<file path="config.mk">
export PLATFORM = sky130hd
export DESIGN_NAME = tx_msg_seq_flat
export DESIGN_NICKNAME = d
export VERILOG_FILES = /design/src/rtl/tx_msg_seq_if.sv /design/src/rtl/tx_msg_seq.sv /design/src/flat_wrapper.sv
export SDC_FILE = /design/constraint.sdc
export NUM_CORES = 1
export LEC_CHECK = 0
export CORE_ASPECT_RATIO = 1.2
export CORE_UTILIZATION = 50
export CTS_CLUSTER_SIZE = 10
export DETAILED_ROUTE_END_ITERATION = 12
export PLACE_DENSITY = 0.69
export SETUP_SLACK_MARGIN = 0.3
export SYNTH_ARGS = -nofsm -noshare
export SYNTH_HDL_FRONTEND = slang
export SYNTH_SLANG_ARGS = --single-unit
</file>
<file path="constraint.sdc">
create_clock -name clk -period 3.5 [get_ports clk]
set_clock_uncertainty 0.15 [all_clocks]
set_input_delay 0.35 -clock clk [delete_from_list [all_inputs] [get_ports clk]]
set_output_delay 0.35 -clock clk [all_outputs]
set_load 0.02 [all_outputs]
</file>
<file path="src/rtl/tx_msg_seq_if.sv">
// tx_msg_seq_if: byte handshake between the status-line sequencer and the
// UART TX shifter.
//   oTX_DATA  : byte offered to the UART (sequencer -> UART)
//   oTX_VALID : oTX_DATA is valid        (sequencer -> UART)
//   iTX_READY : UART accepts the byte    (UART -> sequencer)
// A byte transfers on a clock edge where oTX_VALID & iTX_READY.
interface tx_msg_seq_if;
    logic [7:0] oTX_DATA;
    logic       oTX_VALID;
    logic       iTX_READY;

    modport master (output oTX_DATA, output oTX_VALID, input iTX_READY);
    modport slave  (input oTX_DATA, input oTX_VALID, output iTX_READY);
endinterface

</file>
<file path="src/rtl/tx_msg_seq.sv">
// tx_msg_seq: streams one ASCII status line per frame to the UART:
//   "current state:rate control  rate:" <decimal rate> <EOL>
// The rate is latched at frame start, converted to BCD by a serial
// double-dabble (one input bit per cycle), and printed with leading zeros
// suppressed. Values above 10^RATE_DIGITS-1 print as all nines.
//
// Ports:
//   clk       : clock, all logic on posedge
//   reset     : synchronous active-high reset
//   iSTART    : frame request, sampled only in IDLE
//   iABORT    : cancel the current frame
//   iREPEAT   : start a new frame right after the terminator
//   iRATE_VAL : binary rate value
//   tx        : byte handshake (oTX_DATA / oTX_VALID / iTX_READY)
//   oBUSY     : high in any state other than IDLE
//   oDONE     : one-cycle pulse after the frame's last byte is accepted
//
// Optional feature: define TX_MSG_CRLF_EN to terminate lines with 0D 0A
// instead of 0A alone.
module tx_msg_seq #(
    parameter int         RATE_W      = 16,
    parameter int         RATE_DIGITS = 5,
    parameter logic [7:0] IDLE_BYTE   = 8'hFF
) (
    input  logic              clk,
    input  logic              reset,
    input  logic              iSTART,
    input  logic              iABORT,
    input  logic              iREPEAT,
    input  logic [RATE_W-1:0] iRATE_VAL,
    tx_msg_seq_if.master      tx,
    output logic              oBUSY,
    output logic              oDONE
);
    localparam int PREFIX_LEN = 33;
    localparam logic [PREFIX_LEN*8-1:0] PREFIX = "current state:rate control  rate:";
    localparam int CNT_W = $clog2(RATE_W + 1);
    localparam int DI_W  = (RATE_DIGITS > 1) ? $clog2(RATE_DIGITS) : 1;
    localparam logic [CNT_W-1:0] CONV_LAST   = CNT_W'(RATE_W);
    localparam logic [5:0]       PREFIX_LAST = 6'(PREFIX_LEN - 1);
    localparam logic [DI_W-1:0]  DIG_LAST    = DI_W'(RATE_DIGITS - 1);

    function automatic longint unsigned pow10m1(input int n);
        longint unsigned p;
        p = 1;
        for (int i = 0; i < n; i++) p = p * 10;
        return p - 1;
    endfunction

    localparam longint unsigned MAX_VAL = pow10m1(RATE_DIGITS);

    typedef enum logic [2:0] {IDLE, CONV, PREFIX_S, DIGITS, EOL} state_t;

    state_t                   state;
    logic [CNT_W-1:0]         bitCnt;
    logic [5:0]               byteIdx;
    logic [DI_W-1:0]          digIdx;
    logic [RATE_W-1:0]        rateSh;
    logic [RATE_DIGITS*4-1:0] bcd;
    logic [RATE_DIGITS*4-1:0] bcdAdj;
    logic [DI_W-1:0]          firstDig;
    logic [DI_W-1:0]          startDig;
    logic                     sat;
    logic                     xfer;
`ifdef TX_MSG_CRLF_EN
    logic                     crSent;
`endif

    function automatic logic [7:0] prefixByte(input logic [5:0] idx);
        return PREFIX[(PREFIX_LEN - 1 - int'(idx))*8 +: 8];
    endfunction

    function automatic logic [7:0] digByte(input logic [RATE_DIGITS*4-1:0] b,
                                           input logic s,
                                           input logic [DI_W-1:0] i);
        return s ? 8'h39 : {4'h3, b[int'(i)*4 +: 4]};
    endfunction

    // Double-dabble add-3 step applied before each shift.
    always_comb begin
        bcdAdj = bcd;
        for (int d = 0; d < RATE_DIGITS; d++)
            if (bcd[d*4 +: 4] >= 4'd5) bcdAdj[d*4 +: 4] = bcd[d*4 +: 4] + 4'd3;
    end

    // Most significant non-zero digit; digit 0 when the value is zero so a
    // single '0' is printed. Saturated values print every slot.
    always_comb begin
        firstDig = '0;
        for (int d = 0; d < RATE_DIGITS; d++)
            if (bcd[d*4 +: 4] != 4'd0) firstDig = DI_W'(d);
        startDig = sat ? DIG_LAST : firstDig;
    end

    assign xfer = tx.oTX_VALID & tx.iTX_READY;

    always_ff @(posedge clk) begin
        if (reset) begin
            state        <= IDLE;
            tx.oTX_DATA  <= IDLE_BYTE;
            tx.oTX_VALID <= 1'b0;
            oBUSY        <= 1'b0;
            oDONE        <= 1'b0;
            bitCnt       <= '0;
            byteIdx      <= '0;
            digIdx       <= '0;
            rateSh       <= '0;
            bcd          <= '0;
            sat          <= 1'b0;
`ifdef TX_MSG_CRLF_EN
            crSent       <= 1'b0;
`endif
        end else begin
            oDONE <= 1'b0;
            if (state != IDLE && iABORT) begin
                // Abort wins even over a transfer on this edge.
                state        <= IDLE;
                tx.oTX_VALID <= 1'b0;
                tx.oTX_DATA  <= IDLE_BYTE;
                oBUSY        <= 1'b0;
            end else begin
                case (state)
                    IDLE: if (iSTART && !iABORT) begin
                        state  <= CONV;
                        oBUSY  <= 1'b1;
                        rateSh <= iRATE_VAL;
                        bcd    <= '0;
                        bitCnt <= '0;
                        sat    <= (64'(iRATE_VAL) > MAX_VAL);
                    end
                    // RATE_W shift cycles, then one cycle to present the
                    // first prefix byte once the BCD result is final.
                    CONV: if (bitCnt != CONV_LAST) begin
                        {bcd, rateSh} <= {bcdAdj, rateSh} << 1;
                        bitCnt        <= bitCnt + 1'b1;
                    end else begin
                        state        <= PREFIX_S;
                        byteIdx      <= '0;
                        tx.oTX_VALID <= 1'b1;
                        tx.oTX_DATA  <= prefixByte(6'd0);
                    end
                    PREFIX_S: if (xfer) begin
                        if (byteIdx == PREFIX_LAST) begin
                            state       <= DIGITS;
                            digIdx      <= startDig;
                            tx.oTX_DATA <= digByte(bcd, sat, startDig);
                        end else begin
                            byteIdx     <= byteIdx + 1'b1;
                            tx.oTX_DATA <= prefixByte(byteIdx + 1'b1);
                        end
                    end
                    DIGITS: if (xfer) begin
                        if (digIdx == '0) begin
                            state <= EOL;
`ifdef TX_MSG_CRLF_EN
                            crSent      <= 1'b0;
                            tx.oTX_DATA <= 8'h0D;
`else
                            tx.oTX_DATA <= 8'h0A;
`endif
                        end else begin
                            digIdx      <= digIdx - 1'b1;
                            tx.oTX_DATA <= digByte(bcd, sat, digIdx - 1'b1);
                        end
                    end
                    EOL: if (xfer) begin
`ifdef TX_MSG_CRLF_EN
                        if (!crSent) begin
                            crSent      <= 1'b1;
                            tx.oTX_DATA <= 8'h0A;
                        end else
`endif
                        begin
                            oDONE        <= 1'b1;
                            tx.oTX_VALID <= 1'b0;
                            tx.oTX_DATA  <= IDLE_BYTE;
                            if (iREPEAT) begin
                                state  <= CONV;
                                rateSh <= iRATE_VAL;
                                bcd    <= '0;
                                bitCnt <= '0;
                                sat    <= (64'(iRATE_VAL) > MAX_VAL);
                            end else begin
                                state <= IDLE;
                                oBUSY <= 1'b0;
                            end
                        end
                    end
                    default: begin
                        state        <= IDLE;
                        tx.oTX_VALID <= 1'b0;
                        tx.oTX_DATA  <= IDLE_BYTE;
                        oBUSY        <= 1'b0;
                    end
                endcase
            end
        end
    end
endmodule

</file>
<file path="src/flat_wrapper.sv">
// flat-port wrapper written by rule: the top's interface ports become plain ports
module tx_msg_seq_flat 
#(
    parameter int         RATE_W      = 16,
    parameter int         RATE_DIGITS = 5,
    parameter logic [7:0] IDLE_BYTE   = 8'hFF
)
  (clk, reset, iSTART, iABORT, iREPEAT, iRATE_VAL, oBUSY, oDONE, tx_oTX_DATA, tx_oTX_VALID, tx_iTX_READY);
  tx_msg_seq_if tx_i ();
  input  logic clk;
  input  logic reset;
  input  logic iSTART;
  input  logic iABORT;
  input  logic iREPEAT;
  input  logic [RATE_W-1:0] iRATE_VAL;
  output logic oBUSY;
  output logic oDONE;
  output wire logic [$bits(tx_i.oTX_DATA)-1:0] tx_oTX_DATA;
  output wire logic [$bits(tx_i.oTX_VALID)-1:0] tx_oTX_VALID;
  input wire logic [$bits(tx_i.iTX_READY)-1:0] tx_iTX_READY;
  assign tx_oTX_DATA = tx_i.oTX_DATA;
  assign tx_oTX_VALID = tx_i.oTX_VALID;
  assign tx_i.iTX_READY = tx_iTX_READY;
  tx_msg_seq #(.RATE_W(RATE_W), .RATE_DIGITS(RATE_DIGITS), .IDLE_BYTE(IDLE_BYTE)) u_core (.clk(clk), .reset(reset), .iSTART(iSTART), .iABORT(iABORT), .iREPEAT(iREPEAT), .iRATE_VAL(iRATE_VAL), .tx(tx_i), .oBUSY(oBUSY), .oDONE(oDONE));
endmodule
</file>
; Yosys cells after proc, flatten, opt, wreduce, memory -nomap -nowiden
; Index checks and enable logic that the tools add are counted.
[totals]
regBits = 65
inputBits = 22
out_inout_bits = 11
word_cells = 142
[op_classes]
n_addsub = 9
order_cmp = 5
n_eq_ne = 18
n_shift = 3
mux = 64
bitwise = 6
n_reduce_logical = 26
[op_table]
columns = op, n
row1 = $shiftx 264x32->8 const A, 1
row2 = $mux 20, 4
row3 = $mux 16, 4
row4 = $pmux 20 s3, 1
row5 = $mux 8, 6
row6 = $pmux 16 s3, 1
row7 = $mux 3, 14
row8 = $pmux 8 s5, 1
row9 = $shiftx 20x6->4, 2
row10 = $mux 4, 6
row11 = $ge 4x3->1 const B, 5
row12 = $mux 5, 4
row13 = $mux 6, 3
row14 = $add 4x2->4 const B, 4
row15 = $reduce_bool 4->1, 4
row16 = $pmux 3 s5, 1
row17 = $pmux 5 s3, 1
row18 = $reduce_and 5->1, 3
row19 = $ne 2x1->1 const B, 7
row20 = $pmux 6 s2, 1
row21 = $reduce_and 6->1, 2
row22 = $mux 1, 11
row23 = $ne 2x2->1 const B, 5
row24 = $reduce_or 3->1, 3
row25 = other kinds (25), 37

; Logic depth before layout (Yosys ltp)
; Gate-level depths: netlist of run 1.
[depth]
ltp_word = 11
mapped_depth = 11
ltp_nobuf = 9

; Worst setup path before layout of run 1
; OpenSTA, ideal clock, no wires.
[synth_timing]
path_type = register -> register
startpoint = reg u_core.byteIdx[0]
endpoint = reg u_core.tx.oTX_DATA[4]
setup_time_ps = 132
t_arrival_ps = 2594
t_required_ps = 3218
setup_slack_ps = 624
path_stages_with_launch = 11
n_path_buf = 1
synth_period_minus_slack_ps = 2876
cell_sequence = dfxtp_1 > clkinv_1 > ha_1 > buf_6 > and4bb_1 > a31oi_2 > o221ai_1 > nor2_1 > o311ai_0 > a311oi_1 > o21ai_1
[synth_via]
elab_chain_cells = 6
elab_cells_between_ends = 7
classes_between = add/sub: 2 / eq/ne: 1 / shift: 1 / mux: 3
[synth_rtl]
columns = element, line_no
row1 = from (decl), tx_msg_seq.sv:56  ; logic [5:0] byteIdx;
row2 = from (signal assigned), tx_msg_seq.sv:148  ; byteIdx <= byteIdx + 1'b1;
row3 = $add 6x1->6, tx_msg_seq.sv:149  ; tx.oTX_DATA <= prefixByte(byteIdx + 1'b1);
row4 = $sub 6x6->7, tx_msg_seq.sv:70  ; return PREFIX[(PREFIX_LEN - 1 - int'(idx))*8 +: 8];
row5 = $shiftx 264x32->8, tx_msg_seq.sv:70
row6 = $mux 8 *, tx_msg_seq.sv:143  ; if (byteIdx == PREFIX_LAST) begin
row7 = $mux 8 *, tx_msg_seq.sv:142  ; PREFIX_S: if (xfer) begin
row8 = $pmux 8 s5 *, tx_msg_seq.sv:122  ; case (state)
row9 = to (signal assigned), tx_msg_seq.sv:140  ; tx.oTX_DATA <= prefixByte(6'd0);
row10 = to (signal assigned), tx_msg_seq.sv:146  ; tx.oTX_DATA <= digByte(bcd, sat, startDig);
row11 = to (signal assigned), tx_msg_seq.sv:149
row12 = to (decl), tx_msg_seq_if.sv:12  ; modport master (output oTX_DATA, output oTX_VALID, input iTX_READY);
; Mark *: on every way between the ends. The rest lies on a longest branch, timed or not. The select of a mux whose other input is x is not followed.
; A chain may end at the register's enable or synchronous reset.

; Worst setup path after layout of run 1
[layout_timing]
startpoint = reg u_core.byteIdx[1]
endpoint = reg u_core.tx.oTX_DATA[1]
; The elaborated chain is that of the path after synthesis.

==> flow_summary_export.csv, run 1 <==
group,metric,value,unit
logic_synthesis,syn_inst,655,
setup_path,crit_type,"reg -> reg",
timing,maxSlewViolCount,0,
detailed_routing,met3_length,530,um
logic_synthesis,yosys-top-cells-count,"nand2_1 (88), nor2_1 (69), dfxtp_1 (64)",
logic_synthesis,synth_area,4740,um2
cts,post-cts-setup-buffer-count,0,
global_route,grt_max_degree,53,
detailed_routing,ant_nets,0,
detailed_routing,drt_wl_total,13000,um
global_route,antenna_found_initial,0,
placed_design,pre_cts_slack,592,ps
die,initial_utilization,0.519,
timing,timing.hold.ws,311,ps
logic_synthesis,synthArstFlopShare,0,
die,die_x,90.9,um
logic_synthesis,synth.yosys.seq_area_share,0.270,
setup_path,reg2reg_depth,8,
logic_synthesis,synth_area_leaders,"dfxtp_1 (27%), nand2_1 (7.0%), a21oi_1 (6.7%)",
cts,numCtsBuffers,9,
power,power_density,357,nW/um2
setup_path,critPathMaxStageDelay,490,ps
logic_synthesis,netlist.area_leader.share,0.270,
cts,clock-sinks,64,
die,coreArea,9130,um2
setup_path,cp_slowest_cell,"ha_1",
setup_path,r2r_end,"u_core.tx.oTX_DATA[1]$_SDFFE_PP1P_",
power,leakage,1.77,nW
worst_hold_path,holdCritStartpoint,"u_core.rateSh[0]$_SDFFE_PP0P_",
cts,root_buffer,"clkbuf_8",
detailed_routing,num_vias,4858,
logic_synthesis,yosys_warnings,0,
timing,worstMarginPinSlew,969,ps
cts,postCtsHoldBufs,0,
worst_hold_path,worstHoldPathCells,2,
timing,worst_slack,555,ps
detailed_routing,wl_per_cell,16.4,um
logic_synthesis,synthFlopType,"dfxtp_1",
timing,hold_violations,0,
worst_hold_path,holdCritPathClass,"reg -> reg",
flow_run,drv_cap,0,
global_route,grt_pass1_vias,4455,
cts,clk_pin_slew,80,ps
finish,fin_cells,791,
power,power.total,1.91,mW
logic_synthesis,syn_avg_cell_area,7.23,um2
placed_design,place.port_buffers,32,
worst_hold_path,worstHoldEndpoint,"u_core.rateSh[0]$_SDFFE_PP0P_",
timing,finalSetupViolations,0,
setup_path,crit_chain,"ha_1 -> a21boi_2 -> nor4b_2 -> nor3_1 -> a2111oi_4 -> o21ai_1 -> o211a_1 -> o311ai_1",
detailed_routing,m1WireLength,5670,um
logic_synthesis,synth-edff-count,0,
finish,drive_above_1_share,0.0820,
detailed_routing,first_iter_violations,378,
detailed_routing,dr_wl_met2,6260,um
die,die-area,9870,um2
setup_path,cp.arrival,3070,ps
setup_path,r2r_slack,560,ps
timing,relSlewSlack,0.354,
timing,tns,0,ps
die,io_pins,33,
detailed_routing,top_layer,"met4",
setup_path,cp.required,3630,ps
logic_synthesis,yosysUniqueCellTypes,80,
global_route,grt_util_all_layers,0.272,
cts,cts_tree,"yes",
cts,clk_latency,360,ps
global_route,grt_first_pass_wirelength,21500,um
die,die-height,109,um
global_route,globalRoute.totalOverflow,0,
placed_design,place.gp.congestion,0.984,
finish,layout.nets,706,
cts,cts_resized,0,
detailed_routing,drc,0,
timing,timing.fmax,0.340,GHz
logic_synthesis,synth.most_common_cell,"nand2_1",
logic_synthesis,yosysTopAreaCell,"dfxtp_1",
timing,rsz0062_at_grt,"no",
cts,cts.path.max_buffers,2,
power,ir_worst_vdd,0.305,mV
logic_synthesis,synth_nets,695,
finish,diodes,0,
timing,fin_crit_sh,0.841,
setup_path,r2r-start,"u_core.byteIdx[1]$_SDFFE_PP0P_",
cts,htreeDepth,3,
detailed_routing,dr.pass1.iters,7,
logic_synthesis,ys_ff_latch,64,
setup_path,cp-start-kind,"flop",
detailed_routing,viasPerCell,6.14,
placed_design,dp_hpwl,9330,um
timing,fin_crit,2940,ps
setup_path,worstPathMaxFanout,14,
die,rows,38,
run_status,status,"finished, final reports clean",
setup_path,crit_path_end_kind,"flop",
placed_design,dp.cells,775,
finish,areaGrowthSynthToFinish,12.7,%
-- how the worst max path moves through the flow --
stage	from	cells past startpoint	to	slack (ps)
final	u_core.byteIdx[1]$_SDFFE_PP0P_	8	u_core.tx.oTX_DATA[1]$_SDFFE_PP1P_	560
after floorplan	u_core.byteIdx[0]$_SDFFE_PP0P_	10	u_core.tx.oTX_DATA[4]$_SDFFE_PP1P_	620
after CTS	u_core.byteIdx[1]$_SDFFE_PP0P_	8	u_core.tx.oTX_DATA[1]$_SDFFE_PP1P_	580
after global routing	u_core.byteIdx[1]$_SDFFE_PP0P_	8	u_core.tx.oTX_DATA[4]$_SDFFE_PP1P_	360
after global placement	u_core.byteIdx[1]$_SDFFE_PP0P_	8	u_core.tx.oTX_DATA[4]$_SDFFE_PP1P_	650
after detailed placement	u_core.byteIdx[1]$_SDFFE_PP0P_	8	u_core.tx.oTX_DATA[1]$_SDFFE_PP1P_	590
-- logic make-up (layout without fill, tap and decap cells) --
| logic type | Yosys count | in the layout | synth area share |
|---|---|---|---|
| xor gates and xnor gates | 11 | 11 | 0.0203 |
| AOI/OAI and AO/OA | 202 | 202 | 0.287 |
| DFF | 64 | 64 | 0.270 |
| muxes | 13 | 13 | 0.0304 |
| and+or+nand+nor | 274 | 274 | 0.281 |
| buffers and inverters | 73 | 89 | 0.0639 |
| adders and majority gates | 18 | 18 | 0.0475 |
-- per-layer routing --
layer,track usage,vias up
li1,-,2400
met5,0,-
met4,0.151,0
met1,0.331,2265
met2,0.464,156
met3,0.0397,37
-- metrics by stage --
stage / instance area, um2 / util
2_1_floorplan: 4740 / -
3_3_place_gp: 5120 / 0.561
3_5_place_dp: 5120 / 0.561
4_1_cts: 5340 / 0.585
5_1_grt: 5340 / 0.585
6_report: 5340 / 0.585
-- flip-flops by register name, summed over array words and instances (netlist names) --
signal,count
u_core.state,3
u_core.tx.oTX_DATA,8
u_core.byteIdx,6
u_core.digIdx,3
u_core.oDONE,1
u_core.tx.oTX_VALID,1
u_core.rateSh,16
u_core.oBUSY,1
u_core.bcd,20
u_core.bitCnt,5
-- final cells by class --
cell class | count | area (um2)
repair buffers | 48 | 435
fillers | 890 | 3790
multi-input cells | 518 | 3160
clock buffers | 9 | 124
clock inverters | 7 | 95.1
well taps | 120 | 150
inverters | 25 | 93.8
flip-flops and latches | 64 | 1280
-- layout by cell type, fill, tap and decap left out, types with 18 or more instances in the layout --
master	n
inv_1	23
ha_1	18
a21oi_1	63
nor2_1	69
dfxtp_1	64
nand2_1	88
clkdlybuf4s50_1	31
nand3_1	33
a311oi_1	18
o21ai_0	40
-- where the power goes --
group	leakage, nW	switching [mW]	internal [mW]
registers	0.520	0.0401	0.778
logic	1.14	0.238	0.129
clock network	0.110	0.320	0.402
-- critical path: cells and delay by family, from the launching register on --
family	cells	cell delay (ps)
AOI/OAI and AO/OA	5	1230
and+or+nand+nor	2	550
adders and majority gates	1	490
DFF	1	440
Note: power is estimated with default switching activity, not from simulation.
==> run 2, diff against run 1 <==
Settings changed: PLACE_DENSITY 0.69 to 0.72.
Clock period 3.5 ns to 2.51 ns, I/O delays scaled along.
==> flow_summary_export.csv, run 2 (synthesis gave the netlist of run 1 again) <==
group,metric,value,unit
setup_path,cp-start-kind,"flop",
cts,htreeDepth,3,
cts,root_buffer,"clkbuf_8",
global_route,antenna_found_initial,0,
finish,n_fill_cell,728,
setup_path,crit_type,"reg -> reg",
timing,worstMarginPinSlew,657,ps
timing,fin_crit,2490,ps
finish,utilization,0.712,
power,switching_share,0.345,
finish,largest_reg_flops,20,
timing,relSlewSlack,0.562,
die,die-height,109,um
detailed_routing,ant_nets,0,
global_route,grt_util_all_layers,0.285,
setup_path,cp_slowest_cell,"dfxtp_4",
detailed_routing,drt_wl_total,15500,um
finish,final_common_cell,"nand2_1",
power,leakage,2.32,nW
placed_design,place.port_buffers,32,
detailed_routing,first_iter_violations,286,
finish,layout.nets,779,
setup_path,worstPathMaxFanout,6,
die,coreArea,9130,um2
setup_path,crit_family,"compound AO/OA/AOI/OAI gates",
setup_path,reg2reg_depth,9,
cts,clk_pin_slew,80,ps
detailed_routing,viasPerCell,6.21,
setup_path,r2r-start,"u_core.byteIdx[0]$_SDFFE_PP0P_",
setup_path,r2r_slack,20,ps
cts,clk_latency,370,ps
global_route,grt_first_pass_wirelength,22600,um
power,seqPwrFrac,0.373,
die,io_pins,33,
finish,multi_input_area,3600,um2
die,rows,38,
cts,cts_tree,"yes",
worst_hold_path,worstHoldEndpoint,"u_core.tx.oTX_DATA[7]$_SDFFE_PP1P_",
finish,fin_area,6500,um2
detailed_routing,num_vias,5366,
global_route,globalRoute.totalOverflow,0,
worst_hold_path,worstHoldPathCells,4,
worst_hold_path,holdCritPathClass,"in -> reg",
finish,diodes,0,
timing,maxSlewViolCount,0,
power,pwr-share-comb,0.334,
finish,regMostFlops,"u_core.bcd",
timing,timing.fmax,0.402,GHz
finish,layout.area.seq,1300,um2
timing,finalSetupViolations,0,
setup_path,crit_path_end_kind,"flop",
setup_path,r2r_end,"u_core.tx.oTX_DATA[6]$_SDFFE_PP1P_",
cts,clock-sinks,64,
worst_hold_path,holdCritStartpoint,"reset",
placed_design,place.gp.congestion,0.886,
flow_run,drv_cap,0,
detailed_routing,wl_per_cell,18.0,um
die,die_x,90.9,um
setup_path,critPathMaxStageDelay,380,ps
setup_path,crit_chain,"clkinv_4 -> ha_4 -> and4bb_1 -> a31oi_4 -> o211a_1 -> nor2_4 -> a221o_1 -> o211ai_1 -> a21oi_1",
power,power_density,471,nW/um2
placed_design,dp_hpwl,10200,um
setup_path,cp.arrival,2590,ps
power,ir_worst_vdd,0.505,mV
die,die-area,9870,um2
cts,numCtsBuffers,9,
detailed_routing,drc,0,
finish,drive_above_1_share,0.278,
cts,cts.path.max_buffers,2,
power,power.net_switching,1.06,mW
placed_design,dpl_cell_area,5620,um2
timing,fin_crit_sh,0.992,
setup_path,cp.required,2610,ps
finish,areaGrowthSynthToFinish,37.3,%
global_route,grt_pass1_vias,4682,
timing,rsz0062_at_grt,"yes",
setup_path,path_buf_inv,1,
timing,hold_violations,0,
die,initial_utilization,0.519,
finish,final_cell_mix,"nand2_1 (74), buf_4 (69), nor2_1 (62), dfxtp_1 (59), a21oi_1 (44)",
global_route,grt_max_degree,51,
finish,largestRegisters,"u_core.bcd: 20 flops, u_core.rateSh: 16 flops, u_core.tx.oTX_DATA: 8 flops",
detailed_routing,dr.pass1.iters,7,
run_status,status,"finished, final reports clean",
power,p_clk_frac,0.293,
power,p_int,2.00,mW
## run 2: timing repair
| action | 4_1_cts | 5_1_grt |
|---|---|---|
| hold buffers | 0 | 0 |
| hold endpoints to repair | 0 | 0 |
| setup endpoints to repair | 42 | 41 |
| cloned | 0 | 4 |
| pin swaps | 7 | 54 |
| buffers inserted | 3 | 9 |
| gates resized for setup | 14 | 107 |
## run 2: layer usage
layer  share of wire  GRT usage  up-vias
met5               0          0        -
met4           0.028      0.125        0
met3           0.049     0.0460       45
met2            0.51      0.501      180
met1            0.41      0.345     2580
li1                -          -     2561
## run 2: cell type report
class	instances	area share
Inverter	25	0.0156
Clock inverter	7	0.0106
Timing Repair Buffer	121	0.179
Sequential cell	64	0.200
Multi-Input combinational cell	518	0.553
Tap cell	120	0.0231
Clock buffer	9	0.0190
## run 2: tightest hold or removal path, stage by stage
cell	delay, ps
buf_2	110
nor2b_1	60
buf_4	140
nand2_1	50
## run 2: stage by stage
stage	total power, mW	cells	worst slack (ps)	TNS (ps)	hold WS, ps
final	3.06	864	20.7	0	108
after global placement	1.72	832	31.4	0	292
after CTS	2.64	851	13.3	0	102
after floorplan	1.53	655	-18.1	-31.3	253
after global routing	3.18	864	-81.7	-410	132
after detailed placement	1.73	832	-25.9	-42.9	307
## run 2: power groups by stage
stage                     clock network, mW  logic [mW]  registers, mW
final                                 0.896        1.02           1.14
after global routing                  0.945        1.08           1.15
after CTS                             0.911       0.590           1.14
after floorplan                           0       0.395           1.14
after global placement                    0       0.564           1.15
after detailed placement                  0       0.577           1.16
## run 2: how the worst max path moves through the flow
stage | from | endpoint | slack (ps) | cells after the start
2_1_floorplan | u_core.byteIdx[1]$_SDFFE_PP0P_ | u_core.tx.oTX_DATA[5]$_SDFFE_PP1P_ | -20 | 11
3_3_place_gp | u_core.byteIdx[0]$_SDFFE_PP0P_ | u_core.tx.oTX_DATA[5]$_SDFFE_PP1P_ | 30 | 9
3_5_place_dp | u_core.byteIdx[0]$_SDFFE_PP0P_ | u_core.tx.oTX_DATA[5]$_SDFFE_PP1P_ | -30 | 9
4_1_cts | u_core.byteIdx[1]$_SDFFE_PP0P_ | u_core.tx.oTX_DATA[5]$_SDFFE_PP1P_ | 10 | 9
5_1_grt | u_core.byteIdx[0]$_SDFFE_PP0P_ | u_core.tx.oTX_DATA[1]$_SDFFE_PP1P_ | -80 | 8
6_report | u_core.byteIdx[0]$_SDFFE_PP0P_ | u_core.tx.oTX_DATA[6]$_SDFFE_PP1P_ | 20 | 9
